## src/rtl/csr_pkg.sv

```systemverilog
// Machine-mode CSR constants: CSR addresses, mstatus and mip bit positions, and the misa value.
// Latency: none (constants and pure functions).
// Backpressure: not applicable.
package csr_pkg;

  localparam logic [11:0] CSR_MSTATUS   = 12'h300;
  localparam logic [11:0] CSR_MISA      = 12'h301;
  localparam logic [11:0] CSR_MIE       = 12'h304;
  localparam logic [11:0] CSR_MTVEC     = 12'h305;
  localparam logic [11:0] CSR_MSCRATCH  = 12'h340;
  localparam logic [11:0] CSR_MEPC      = 12'h341;
  localparam logic [11:0] CSR_MCAUSE    = 12'h342;
  localparam logic [11:0] CSR_MTVAL     = 12'h343;
  localparam logic [11:0] CSR_MIP       = 12'h344;
  localparam logic [11:0] CSR_MHARTID   = 12'hF14;
  localparam logic [11:0] CSR_MCYCLE    = 12'hB00;
  localparam logic [11:0] CSR_MINSTRET  = 12'hB02;
  localparam logic [11:0] CSR_MCYCLEH   = 12'hB80;
  localparam logic [11:0] CSR_MINSTRETH = 12'hB82;

  localparam int MSTATUS_MIE  = 3;
  localparam int MSTATUS_MPIE = 7;
  localparam int MIP_MSIP     = 3;
  localparam int MIP_MTIP     = 7;
  localparam int MIP_MEIP     = 11;

  localparam logic [31:0] MISA_VAL  = 32'h4000_0100;
  localparam logic [31:0] MIE_WMASK = 32'h0000_0888;

  // MPP is hardwired to M-mode, so it always reads back as 2'b11.
  function automatic logic [31:0] mstatus_word(input logic mie, input logic mpie);
    logic [31:0] w;
    w = 32'h0000_1800;
    w[MSTATUS_MIE]  = mie;
    w[MSTATUS_MPIE] = mpie;
    return w;
  endfunction

  function automatic logic [31:0] mip_word(input logic meip, input logic mtip, input logic msip);
    logic [31:0] w;
    w = '0;
    w[MIP_MEIP] = meip;
    w[MIP_MTIP] = mtip;
    w[MIP_MSIP] = msip;
    return w;
  endfunction

endpackage

```

## src/rtl/csr_counter64.sv

```systemverilog
// 64-bit wrapping counter with per-half writes; used for mcycle/minstret when CSR_COUNTERS_EN is defined.
// Latency: write or increment visible one cycle after the edge.
// Backpressure: none; a half write suppresses that cycle's increment.
module csr_counter64 (
  input  logic        CLK,
  input  logic        RST,
  input  logic        wr_lo,
  input  logic        wr_hi,
  input  logic [31:0] wdata,
  input  logic        inc,
  output logic [63:0] count
);

  always_ff @(posedge CLK) begin
    if (RST)        count        <= '0;
    else if (wr_lo) count[31:0]  <= wdata;
    else if (wr_hi) count[63:32] <= wdata;
    else if (inc)   count        <= count + 64'd1;
  end

endmodule

```

## src/rtl/reg_csr_mmode.sv

```systemverilog
// M-mode CSR file with N-source read forwarding and trap/MRET sequencing; CSR_COUNTERS_EN adds mcycle/minstret.
// Latency: RDATA/RVALID combinational from operands captured at the previous edge; updates visible next cycle.
// Backpressure: STALL/MEM_WAIT hold the captured operands; CSR state and mip keep updating.
module reg_csr_mmode
  import csr_pkg::*;
#(
  parameter int          FWD_N     = 2,
  parameter logic [31:0] HART_ID   = 32'h0,
  parameter logic [31:0] MTVEC_RST = 32'h0
) (
  input  logic                CLK,
  input  logic                RST,
  input  logic                FLUSH,
  input  logic                STALL,
  input  logic                MEM_WAIT,
  input  logic                TRAP_EN,
  input  logic [31:0]         TRAP_CODE,
  input  logic [31:0]         TRAP_PC,
  input  logic [31:0]         TRAP_VAL,
  input  logic                MRET_EN,
  input  logic                RETIRE,
  input  logic                EXT_INT,
  input  logic                TIMER_INT,
  input  logic                SW_INT,
  output logic [1:0]          TRAP_VEC_MODE,
  output logic [31:0]         TRAP_VEC_BASE,
  output logic [31:0]         MEPC_OUT,
  output logic                INT_ALLOW,
  output logic                INT_PENDING,
  input  logic [11:0]         RADDR,
  output logic                RVALID,
  output logic [31:0]         RDATA,
  input  logic                WREN,
  input  logic [11:0]         WADDR,
  input  logic [31:0]         WDATA,
  input  logic [11:0]         FWD_CSR_ADDR,
  input  logic [FWD_N-1:0]    FWD_EN,
  input  logic [12*FWD_N-1:0] FWD_ADDR,
  input  logic [32*FWD_N-1:0] FWD_DATA
);

  logic [11:0]         cap_raddr, cap_waddr, cap_fwd_csr_addr;
  logic [31:0]         cap_wdata;
  logic                cap_wren;
  logic [FWD_N-1:0]    cap_fwd_en;
  logic [12*FWD_N-1:0] cap_fwd_addr;
  logic [32*FWD_N-1:0] cap_fwd_data;

  logic        mst_mie, mst_mpie;
  logic [31:0] mie_q, mtvec_q, mscratch_q, mepc_q, mcause_q, mtval_q, mip_q;
  logic        wr_en;
  logic [31:0] csr_rdata, fwd_dat;
  logic        fwd_hit, fwd_vld;

  always_ff @(posedge CLK) begin
    if (RST || FLUSH) begin
      cap_raddr        <= '0;
      cap_waddr        <= '0;
      cap_wdata        <= '0;
      cap_wren         <= 1'b0;
      cap_fwd_csr_addr <= '0;
      cap_fwd_en       <= '0;
      cap_fwd_addr     <= '0;
      cap_fwd_data     <= '0;
    end else if (STALL) begin
      cap_fwd_csr_addr <= '0;
      cap_fwd_en       <= FWD_EN;
      cap_fwd_addr     <= FWD_ADDR;
      cap_fwd_data     <= FWD_DATA;
    end else if (!MEM_WAIT) begin
      cap_raddr        <= RADDR;
      cap_waddr        <= WADDR;
      cap_wdata        <= WDATA;
      cap_wren         <= WREN;
      cap_fwd_csr_addr <= FWD_CSR_ADDR;
      cap_fwd_en       <= FWD_EN;
      cap_fwd_addr     <= FWD_ADDR;
      cap_fwd_data     <= FWD_DATA;
    end
  end

  // Only one architectural update per cycle: trap beats MRET beats a software write.
  assign wr_en = WREN && !TRAP_EN && !MRET_EN;

  always_ff @(posedge CLK) begin
    if (RST) begin
      mst_mie    <= 1'b0;
      mst_mpie   <= 1'b0;
      mie_q      <= '0;
      mtvec_q    <= MTVEC_RST;
      mscratch_q <= '0;
      mepc_q     <= '0;
      mcause_q   <= '0;
      mtval_q    <= '0;
      mip_q      <= '0;
    end else begin
      mip_q <= mip_word(EXT_INT, TIMER_INT, SW_INT);
      if (TRAP_EN) begin
        mepc_q   <= TRAP_PC & ~32'h3;
        mcause_q <= TRAP_CODE;
        mtval_q  <= TRAP_VAL;
        mst_mpie <= mst_mie;
        mst_mie  <= 1'b0;
      end else if (MRET_EN) begin
        mst_mie  <= mst_mpie;
        mst_mpie <= 1'b1;
      end else if (wr_en) begin
        case (WADDR)
          CSR_MSTATUS: begin
            mst_mie  <= WDATA[MSTATUS_MIE];
            mst_mpie <= WDATA[MSTATUS_MPIE];
          end
          CSR_MIE:      mie_q      <= WDATA & MIE_WMASK;
          CSR_MTVEC:    mtvec_q    <= WDATA;
          CSR_MSCRATCH: mscratch_q <= WDATA;
          CSR_MEPC:     mepc_q     <= WDATA & ~32'h3;
          CSR_MCAUSE:   mcause_q   <= WDATA;
          CSR_MTVAL:    mtval_q    <= WDATA;
          default: ;
        endcase
      end
    end
  end

`ifdef CSR_COUNTERS_EN
  logic [63:0] mcycle, minstret;

  csr_counter64 u_mcycle (
    .CLK   (CLK),
    .RST   (RST),
    .wr_lo (wr_en && WADDR == CSR_MCYCLE),
    .wr_hi (wr_en && WADDR == CSR_MCYCLEH),
    .wdata (WDATA),
    .inc   (1'b1),
    .count (mcycle)
  );

  csr_counter64 u_minstret (
    .CLK   (CLK),
    .RST   (RST),
    .wr_lo (wr_en && WADDR == CSR_MINSTRET),
    .wr_hi (wr_en && WADDR == CSR_MINSTRETH),
    .wdata (WDATA),
    .inc   (RETIRE),
    .count (minstret)
  );
`else
  logic unused_retire;
  assign unused_retire = RETIRE;
`endif

  always_comb begin
    csr_rdata = '0;
    case (cap_raddr)
      CSR_MSTATUS:   csr_rdata = mstatus_word(mst_mie, mst_mpie);
      CSR_MISA:      csr_rdata = MISA_VAL;
      CSR_MIE:       csr_rdata = mie_q;
      CSR_MTVEC:     csr_rdata = mtvec_q;
      CSR_MSCRATCH:  csr_rdata = mscratch_q;
      CSR_MEPC:      csr_rdata = mepc_q;
      CSR_MCAUSE:    csr_rdata = mcause_q;
      CSR_MTVAL:     csr_rdata = mtval_q;
      CSR_MIP:       csr_rdata = mip_q;
      CSR_MHARTID:   csr_rdata = HART_ID;
`ifdef CSR_COUNTERS_EN
      CSR_MCYCLE:    csr_rdata = mcycle[31:0];
      CSR_MCYCLEH:   csr_rdata = mcycle[63:32];
      CSR_MINSTRET:  csr_rdata = minstret[31:0];
      CSR_MINSTRETH: csr_rdata = minstret[63:32];
`endif
      default: ;
    endcase
  end

  // Scan from the oldest source down so the youngest matching source wins.
  always_comb begin
    fwd_hit = 1'b0;
    fwd_vld = 1'b0;
    fwd_dat = '0;
    for (int i = FWD_N - 1; i >= 0; i--) begin
      if (cap_fwd_addr[i*12 +: 12] == cap_raddr) begin
        fwd_hit = 1'b1;
        fwd_vld = cap_fwd_en[i];
        fwd_dat = cap_fwd_data[i*32 +: 32];
      end
    end
  end

  always_comb begin
    RVALID = 1'b1;
    RDATA  = csr_rdata;
    if (cap_raddr == 12'h000) begin
      RDATA = '0;
    end else if (cap_raddr == cap_fwd_csr_addr) begin
      RVALID = 1'b0;
      RDATA  = '0;
    end else if (fwd_hit) begin
      RVALID = fwd_vld;
      RDATA  = fwd_dat;
    end else if (cap_wren && cap_waddr == cap_raddr) begin
      RDATA = cap_wdata;
    end
  end

  assign TRAP_VEC_MODE = mtvec_q[1:0];
  assign TRAP_VEC_BASE = {mtvec_q[31:2], 2'b00};
  assign MEPC_OUT      = mepc_q;
  assign INT_ALLOW     = mst_mie;
  assign INT_PENDING   = mst_mie && |(mip_q & mie_q);

endmodule

```

## config.mk

```make
export PLATFORM = sky130hd
export DESIGN_NAME = reg_csr_mmode
export DESIGN_NICKNAME = d
export VERILOG_FILES = /design/src/rtl/csr_pkg.sv /design/src/rtl/csr_counter64.sv /design/src/rtl/reg_csr_mmode.sv
export SDC_FILE = /design/constraint.sdc
export NUM_CORES = 1
export LEC_CHECK = 0
export ABC_AREA = 1
export CAP_MARGIN = 0
export CORE_MARGIN = 4
export CORE_UTILIZATION = 26
export CTS_BUF_LIST = sky130_fd_sc_hd__clkbuf_8
export CTS_CLUSTER_DIAMETER = 50
export DETAILED_ROUTE_END_ITERATION = 6
export PLACE_DENSITY = 0.44
export SLEW_MARGIN = 30
export SYNTH_ARGS = -nofsm -noshare
export SYNTH_HDL_FRONTEND = slang
export SYNTH_HIERARCHICAL = 1
export SYNTH_SLANG_ARGS = --single-unit
```

## constraint.sdc

```tcl
create_clock -name CLK -period 2.6 [get_ports CLK]
set_clock_uncertainty 0.2 [all_clocks]
set_input_delay 0.52 -clock CLK [delete_from_list [all_inputs] [get_ports CLK]]
set_output_delay 0.52 -clock CLK [all_outputs]
set_load 0.05 [all_outputs]
```

# Word level (Yosys, flattened, before mapping)
# Index checks and enable logic that the tools add are counted.
# totals
ff_bits,354
latchBits,0
ramBits,0
mem_bits_ro,0
inputBits,266
elab_cells,112
n_memories,0
# op_classes
add_sub_neg,0
mul,0
div_mod_pow,0
order_cmp,0
eq_ne,22
shift,0
n_mux,39
n_bitwise,5
reduce_logical,28
# ops
cell,count
32-bit 2-to-1 mux,18
32-bit case mux with 9 select lines,1
"12-bit by 10-bit == test with 1-bit output, second input constant",16
64-bit 2-to-1 mux,2
12-bit == test,4
24-bit 2-to-1 mux,2
32-bit by 12-bit AND with 32-bit output,1
32-bit OR reduction,1
1-bit 2-to-1 mux,14
12-bit logical NOT,1
4-bit AND reduction,3
2-bit nonzero test,6
3-bit AND reduction,3
2-bit AND reduction,3
3-bit nonzero test,2
1-bit logical AND,4
2-bit 2-to-1 mux,2
"2-bit inequality test, second input constant",2
1-bit inverter,4
2-bit OR reduction,2
1-bit logical NOT,2
1-bit logical OR,1

# Depth between registers and ports, before layout
# Gate-level depths: netlist (run 1).
# logic_depth
word_depth,6
mapped_depth,13
depth_no_buf,12

# Worst setup path before layout (run 1)
# OpenSTA, ideal clock, no wires.
# synth_path
path_type,reg-to-output
start,register cap_raddr[10]
end,output port RDATA[27]
arrival_ns,2.087
setup_slack_ns,-0.207
stages_incl_launch_ff,14
cell_sequence,dfxtp_1 buf_4 inv_2 nand2_4 nor2_8 nand2_1 nor2_4 buf_6 nand2_1 nand2_1 nor2_1 nand2_1 nand2_1 a21oi_1
# synth_via
elab_chain_len,6
# synth_rtl
item,line_no,rtl
"start, declared",reg_csr_mmode.sv:42,"logic [11:0] cap_raddr, cap_waddr, cap_fwd_csr_addr;"
"start signal, assigned",reg_csr_mmode.sv:57,cap_raddr <= '0;
"start signal, assigned",reg_csr_mmode.sv:71,cap_raddr <= RADDR;
"12-bit by 10-bit == test with 1-bit output, or another cell as far along",reg_csr_mmode.sv:154,case (cap_raddr)
"32-bit case mux with 9 select lines, or another cell as far along",reg_csr_mmode.sv:154,
"32-bit 2-to-1 mux, or another cell as far along",reg_csr_mmode.sv:200,end else if (cap_wren && cap_waddr == cap_raddr) begin
32-bit 2-to-1 mux,reg_csr_mmode.sv:197,end else if (fwd_hit) begin
32-bit 2-to-1 mux,reg_csr_mmode.sv:194,end else if (cap_raddr == cap_fwd_csr_addr) begin
32-bit 2-to-1 mux *,reg_csr_mmode.sv:192,if (cap_raddr == 12'h000) begin
"end, declared",reg_csr_mmode.sv:32,"output logic [31:0] RDATA,"
# Mark *: on every way between the ends. The rest lies on a longest branch, timed or not.

# Final worst setup path (run 1)
# layout_path
start,register cap_raddr[4]
end,output port RDATA[3]
# Same word-level chain as after synthesis.

==> metrics.md, run 1 <==
| Metric | Value |
|---|---|
| Core area | `0.06183 sq mm` |
| Sequential cell area | `0.006549 sq mm` |
| FF-to-FF path depth | `4` |
| Syn Area/Cell | `6.822 sq um` |
| Slowest CP cell | `dfxtp_4` |
| Failing checks | `negative setup slack` |
| Crit path setup slack, layout | `-0.7726 ns` |
| Clk root buf | `clkbuf_8` |
| Yosys reg bits | `325` |
| RSZ-0062 raised after global routing | `true` |
| Die area | `0.06654 sq mm` |
| Cell Rows | `91` |
| Routed Antenna Nets | `0` |
| Yosys warns | `6` |
| Crit-path cells | `buf_4 > xor2_1 > nor2_1 > nand2_2 > nor2_4 > buf_12 > clkbuf_16 > nand3_1 > nand3_1 > nand2_1 > a21oi_2 > buf_12` |
| Post-synth EDFFs | `0` |
| WP data arrival | `2.65 ns` |
| Hold crit path type | `input port to flip-flop` |
| Htree depth | `3` |
| Vias per cell | `4.712` |
| Reg2reg end | `mst_mpie$_SDFFE_PP0P_` |
| Initial core utilization | `26.27%` |
| TNS Setup | `-22.83 ns` |
| Hold depth | `3` |
| Synth unique cells | `42` |
| Clk pwr share | `38.3%` |
| GPL Wtd Cong | `0.8652` |
| Worst vdd ir | `0.2347 mV` |
| CTS tree | `done` |
| Worst-Margin Slew | `0.7959 ns` |
| Headroom to the max-slew limit | `46.94%` |
| Grt ovf | `0` |
| Drc violations | `0` |
| Dpl cell area | `0.02189 sq mm` |
| Port bufs | `359` |
| Largest net degree at the start of global routing | `192` |
| Final min period | `3.373 ns` |
| Global-route wire length before repair | `106800 um` |
| Num CTS Buffers | `67` |
| Mapped Area | `0.01624 sq mm` |
| Reg-to-reg startpoint | `INT_ALLOW$_SDFFE_PP0P_` |
| Power per cell area | `575.7 mW/mm^2` |
| WL/cell | `19.51 um` |
| Sw frac | `31.65%` |
| Net Sw Power | `4.613 mW` |
| Crit. End Element | `output pin` |
| Total GRT Usage | `20.87%` |
| # nets final | `3103` |
| Number of antenna violations at the first check in global routing | `2` |
| Area grow syn2layout | `55.83%` |
| Async SR Flop Fraction | `0%` |
| Hold path endpoint | `mip_q[7]$_SDFF_PP0_` |
| Number of global-route vias before repair | `17190` |
| Critical path required time | `1.88 ns` |
| Multi-input logic area | `0.009567 sq mm` |
| Clock Latency Late Sink | `0.65 ns` |
| CP peak stage delay | `0.37 ns` |
| Final-layout fill cell count | `6429` |
| Max cap viols | `0` |
| Register-to-Register Setup Slack | `1.48 ns` |
| Router iterations before antenna repair | `5` |
| Mapped Cells | `2381` |
| Sequential share of power | `36.4%` |
| Layout cells sized above 1 | `22.10%` |
| Tcrit/Tclk final | `129.7%` |
| Via count | `17530` |
| Die Ht | `258.0 um` |
| CTS sink count | `325` |
| Outcome | `complete, but fails checks` |
| # setup viols final | `33` |
| Startpoint types | `flip-flop` |
| Worst-path clk slew | `0.06 ns` |
| HPWL after detailed placement | `52300 um` |
| Routed Wire Length | `72560 um` |
| Crit Path Class | `flip-flop to output pin` |
| Die W | `258.0 um` |
| Fmax | `296.5 MHz` |
| Hold Fails Final Rpt | `0` |
| Place WS | `-0.2819 ns` |
| Slew Viols, Final | `0` |
| Ports | `367` |
| DRT iter0 DRCs | `1208` |
| Crit path max fanout | `6` |
| Internal power | `9.961 mW` |
| Leakage | `10.32 nW` |
| Sequential area share after synthesis | `40.05%` |
| Top_reg_cell synth | `dfxtp_1` |
| Logic pwr share | `25.3%` |
| Max clock buf depth | `3` |
| Worst Hold Launch | `TIMER_INT` |
| Finished Cell Area | `0.02531 sq mm` |
## placed cells by master, fill, tap and decap left out, types with 5 or more instances in the layout
| master | instances |
|---|---|
| buf_12 | 81 |
| clkinv_2 | 5 |
| nor2_4 | 24 |
| o21ai_1 | 18 |
| a21oi_1 | 258 |
| nor2_2 | 24 |
| xnor2_2 | 8 |
| clkinvlp_4 | 6 |
| xor2_1 | 7 |
| o21ai_0 | 291 |
| a21oi_4 | 20 |
| inv_1 | 118 |
| a21oi_2 | 20 |
| clkbuf_8 | 79 |
| nand2_1 | 530 |
| buf_6 | 27 |
| nand2_8 | 8 |
| nor2_1 | 213 |
| dfxtp_4 | 11 |
| nand2_4 | 25 |
| dlygate4sd2_1 | 56 |
| nand2_2 | 45 |
| clkdlybuf4s50_1 | 261 |
| inv_2 | 16 |
| buf_4 | 113 |
| o21ai_2 | 22 |
| nand4_1 | 6 |
| buf_16 | 11 |
| dfxtp_1 | 313 |
| nand3_1 | 128 |
| nand3b_1 | 6 |
| xnor2_1 | 21 |
| nand3_2 | 47 |
| nand3_4 | 8 |
| or2_2 | 6 |
## cell type report
class | instances | area share (%)
inverters | 121 | 1.878
multi-input cells | 1765 | 37.79
repair buffers | 557 | 24.94
diodes | 1 | 0.009885
flip-flops and latches | 325 | 25.87
clock inverters | 35 | 1.082
well taps | 837 | 4.137
clock buffers | 79 | 4.295
## worst max path at each step
stage,from,to,slack [ns]
after floorplan,cap_raddr[10]$_SDFFE_PP0P_,RDATA[12],0.06
after global placement,cap_raddr[2]$_SDFFE_PP0P_,RDATA[19],-0.24
after detailed placement,cap_raddr[2]$_SDFFE_PP0P_,RDATA[19],-0.28
after CTS,cap_raddr[11]$_SDFFE_PP0P_,RDATA[6],-0.85
after global routing,cap_raddr[11]$_SDFFE_PP0P_,RDATA[3],-0.90
final,cap_raddr[4]$_SDFFE_PP0P_,RDATA[3],-0.77
## routing by layer
layer	global-route usage (%)	up-vias	routed length (um)
li1	-	8713	-
met1	29.62	8214	34300
met2	32.01	502	32240
met3	4.531	99	4273
met4	5.727	2	1740
met5	0	-	11
## power groups by stage
| stage | Sequential (mW) | Clock [mW] | Combinational, mW |
|---|---|---|---|
| final | 5.30 | 5.58 | 3.69 |
| after global routing | 5.32 | 5.95 | 3.92 |
| after CTS | 5.30 | 5.74 | 3.43 |
| after detailed placement | 5.41 | 0 | 2.94 |
| after global placement | 5.41 | 0 | 2.93 |
| after floorplan | 5.46 | 0 | 1.43 |
## cells in the mapped netlist (3+ instances only)
master      n  area (sq um)
buf_4      29         217.7
nand4_1     6         37.54
a21oi_1   282          1411
inv_1     101         379.1
o21ai_0   312          1562
nand2_4     5         56.30
buf_2      34         170.2
a21oi_2    16         140.1
xor2_1      7         61.31
nor2_4     13         146.4
nand3_1   176         880.8
dfxtp_1   325          6506
buf_6      29         326.6
nor2_2      4         25.02
clkbuf_1   82         307.8
xnor2_1    33         289.0
nand3_2     6         60.06
or2_2       7         43.79
inv_2      15         56.30
o21ai_1    20         100.1
nand2_2     4         25.02
or2_0       3         18.77
nand3b_1    6         45.04
nand2_1   597          2241
nor3_1      4         20.02
nor2_1    244         915.9
## worst max-delay path: cells and delay by family, from the launching register on
kind / cells / cell delay, ns
AND/OR/NAND/NOR: 6 / 0.71
buffers and inverters: 4 / 0.62
flip-flops: 1 / 0.37
AO/OA/AOI/OAI: 1 / 0.16
XOR/XNOR: 1 / 0.14
## metrics by stage
| stage | total power, mW | hold WS [ns] | util, % | cells |
|---|---|---|---|---|
| floorplan | 6.882 | 0.2237 | - | 2384 |
| global placement | 8.338 | 0.2343 | 35.41 | 3554 |
| detailed placement | 8.347 | 0.2375 | 35.41 | 3554 |
| CTS | 14.47 | 0.1532 | 39.74 | 3711 |
| global route | 15.19 | 0.1707 | 40.94 | 3720 |
| finish | 14.57 | 0.2075 | 40.94 | 3720 |
## flip-flops by register name, indices dropped and copies added (netlist names)
register and flops:
INT_ALLOW 1, MEPC_OUT 30, cap_fwd_addr 24, cap_fwd_csr_addr 12, cap_fwd_data 64, cap_fwd_en 2
cap_raddr 12, cap_waddr 12, cap_wdata 32, cap_wren 1, mcause_q 32, mie_q 3
mip_q 3, mscratch_q 32, mst_mpie 1, mtval_q 32, mtvec_q 32
## logic make-up after synthesis
group / synth area share, %
buf+inv: 9.158
other cells: 0.02308
xor+xnor: 2.157
flops: 40.05
compound gates: 20.13
simple gates: 28.48
## repair_timing
item,CTS,global route
hold buffers,0,0
cloned,13,3
endpoints found under the setup margin,89,36
setup buffers,31,9
resized for setup,272,138
pin swaps,67,55
(Power assumes the default switching activity.)
==> inputs of run 2 (changes only) <==
clock period = 4.34 ns   (was 2.6 ns; I/O delays follow)
==> run 2 against run 1 <==
Effect of this change:
- the flow now finishes without violations
- sequential share of layout area grew 3.7 points
- worst hold slack gained 0.038 ns
- power is 44% lower
- utilization is 5.3 points lower
- die area unchanged
- clock power is 40% lower
- critical endpoint is now RDATA[4]
- largest power group unchanged
==> metrics.md, run 2 (same netlist as run 1, synthesis figures left out) <==
| Metric | Value |
|---|---|
| Outcome | `finished, final reports clean` |
| Worst-Margin Slew | `0.9016 ns` |
| Drc violations | `0` |
| Total GRT Usage | `19.95%` |
| Num CTS Buffers | `66` |
| Htree depth | `3` |
| Grt ovf | `0` |
| Power per cell area | `368.0 mW/mm^2` |
| Commonest non-fill, non-tap cell in the layout | `nand2_1` |
| Die W | `258.0 um` |
| Internal power | `5.629 mW` |
| Global-route wire length before repair | `102500 um` |
| HPWL after detailed placement | `50680 um` |
| Critical path required time | `3.27 ns` |
| Post-placement cell count | `3441` |
| Hold Fails Final Rpt | `0` |
| Slew Viols, Final | `0` |
| Worst vdd ir | `0.1671 mV` |
| Ports | `367` |
| Router iterations before antenna repair | `5` |
| Total chip power | `8.113 mW` |
| Commonest cells after routing, fill and taps aside | `nand2_1, clkdlybuf4s50_1, dfxtp_1, o21ai_0, a21oi_1` |
| Number of antenna violations at the first check in global routing | `3` |
| Worst-path clk slew | `0.06 ns` |
| Cell Rows | `91` |
| WL/cell | `19.31 um` |
| CP peak stage delay | `0.44 ns` |
| GPL Wtd Cong | `0.8404` |
| Largest net degree at the start of global routing | `192` |
| Hold WS | `0.2459 ns` |
| Clk root buf | `clkbuf_8` |
| Clock Latency Late Sink | `0.62 ns` |
| Layout cells sized above 1 | `9.974%` |
| Leakage | `8.703 nW` |
| Place WS | `0.5386 ns` |
| Core area | `0.06183 sq mm` |
| Logic pwr share | `19.6%` |
| Headroom to the max-slew limit | `39.83%` |
| Routed Antenna Nets | `0` |
| Tcrit/Tclk final | `96.04%` |
| Max cap viols | `0` |
| Area grow syn2layout | `35.72%` |
| Crit path setup slack, layout | `0.1720 ns` |
| WP data arrival | `3.10 ns` |
| Clk pwr share | `41.2%` |
| Crit. End Element | `output pin` |
| Die area | `0.06654 sq mm` |
| Net Sw Power | `2.483 mW` |
| # setup viols final | `0` |
| DRT iter0 DRCs | `1178` |
| CTS sink count | `325` |
| Hold crit path type | `flip-flop to flip-flop` |
| CTS Hold Bufs | `0` |
| Crit-path cells | `inv_2 > nand2_4 > nor2_8 > buf_4 > buf_6 > nand3_1 > o21ai_1 > nand3b_1 > nand2_1 > a21oi_1 > buf_12` |
| Vias per cell | `4.650` |
| Final min period | `4.168 ns` |
| CTS tree | `done` |
| Max clock buf depth | `3` |
| Sw frac | `30.61%` |
| Number of global-route vias before repair | `16280` |
| Fmax | `239.9 MHz` |
| TNS Setup | `0 ns` |
| Startpoint types | `flip-flop` |
| Reg with most FFs | `cap_fwd_data` |
| Crit Path Class | `flip-flop to output pin` |
| Via count | `16590` |
| Final Non-Filler Cells | `3567` |
| Routed Wire Length | `68890 um` |
| Initial core utilization | `26.27%` |
| Port bufs | `359` |
| Die Ht | `258.0 um` |
| # nets final | `2944` |
| Max FFs per register | `64` |
| Sequential share of power | `39.2%` |
| Slowest CP cell | `dfxtp_1` |
| RSZ-0062 raised after global routing | `false` |
| Crit path max fanout | `29` |
run 2: worst max-delay path, delay by kind of cell (launching register included):
kind / cells / cell delay, ns
AO/OA/AOI/OAI: 2 / 0.46
buffers and inverters: 4 / 0.92
flip-flops: 1 / 0.44
AND/OR/NAND/NOR: 5 / 0.66
run 2: final cells by class:
type / count / area [sq um]
diodes: 3 / 7.507
clock buffers: 83 / 1142
clock inverters: 34 / 227.7
fillers: 6672 / 39780
inverters: 121 / 469.2
multi-input cells: 1763 / 8320
flip-flops and latches: 325 / 6516
well taps: 837 / 1047
repair buffers: 401 / 4317
run 2: timing repair:
action | 4_1_cts | 5_1_grt
setup endpoints to repair | 25 | 30
setup buffers | 3 | 3
gates resized for setup | 4 | 14
hold endpoints to repair | 0 | 0
pin swaps | 2 | 2
run 2: metrics by stage:
stage | utilization [%] | cell area [sq um]
finish | 35.66 | 22050
global route | 35.66 | 22040
floorplan | - | 16260
global placement | 33.22 | 20540
detailed placement | 33.22 | 20540
CTS | 35.50 | 21950
run 2: power groups by stage:
stage | registers [mW] | clock network [mW] | logic, mW
final | 3.18 | 3.34 | 1.59
after global routing | 3.19 | 3.59 | 1.73
after CTS | 3.18 | 3.45 | 1.60
after detailed placement | 3.24 | 0 | 1.59
after global placement | 3.24 | 0 | 1.59
after floorplan | 3.27 | 0 | 0.826
run 2: metal layers:
metal	part of all wire, %	vias to the layer above	GRT usage [%]	wire length [um]
li1	-	8391	-	-
met1	48	7621	28.41	33060
met2	43	486	30.25	29770
met3	6.9	87	4.639	4771
met4	1.9	2	5.471	1277
met5	0.015	-	0	10
run 2: path summary, 6_finish.rpt:
path / depth (start not counted) / slack (ns) / end / startpoint
max reg2reg: 2 / 3.20 / cap_raddr[11]$_SDFFE_PP0P_ / cap_raddr[11]$_SDFFE_PP0P_
max: 11 / 0.17 / RDATA[4] / cap_raddr[11]$_SDFFE_PP0P_
min: 2 / 0.25 / mscratch_q[30]$_SDFFE_PP0P_ / mscratch_q[30]$_SDFFE_PP0P_
min reg2reg: 2 / 0.25 / mscratch_q[30]$_SDFFE_PP0P_ / mscratch_q[30]$_SDFFE_PP0P_
==> inputs of run 3 (changes only) <==
TNS_END_PERCENT = 50   (was not set)
==> results of run 3 <==
Final layout, timing and power as in run 2 (identical DEF).
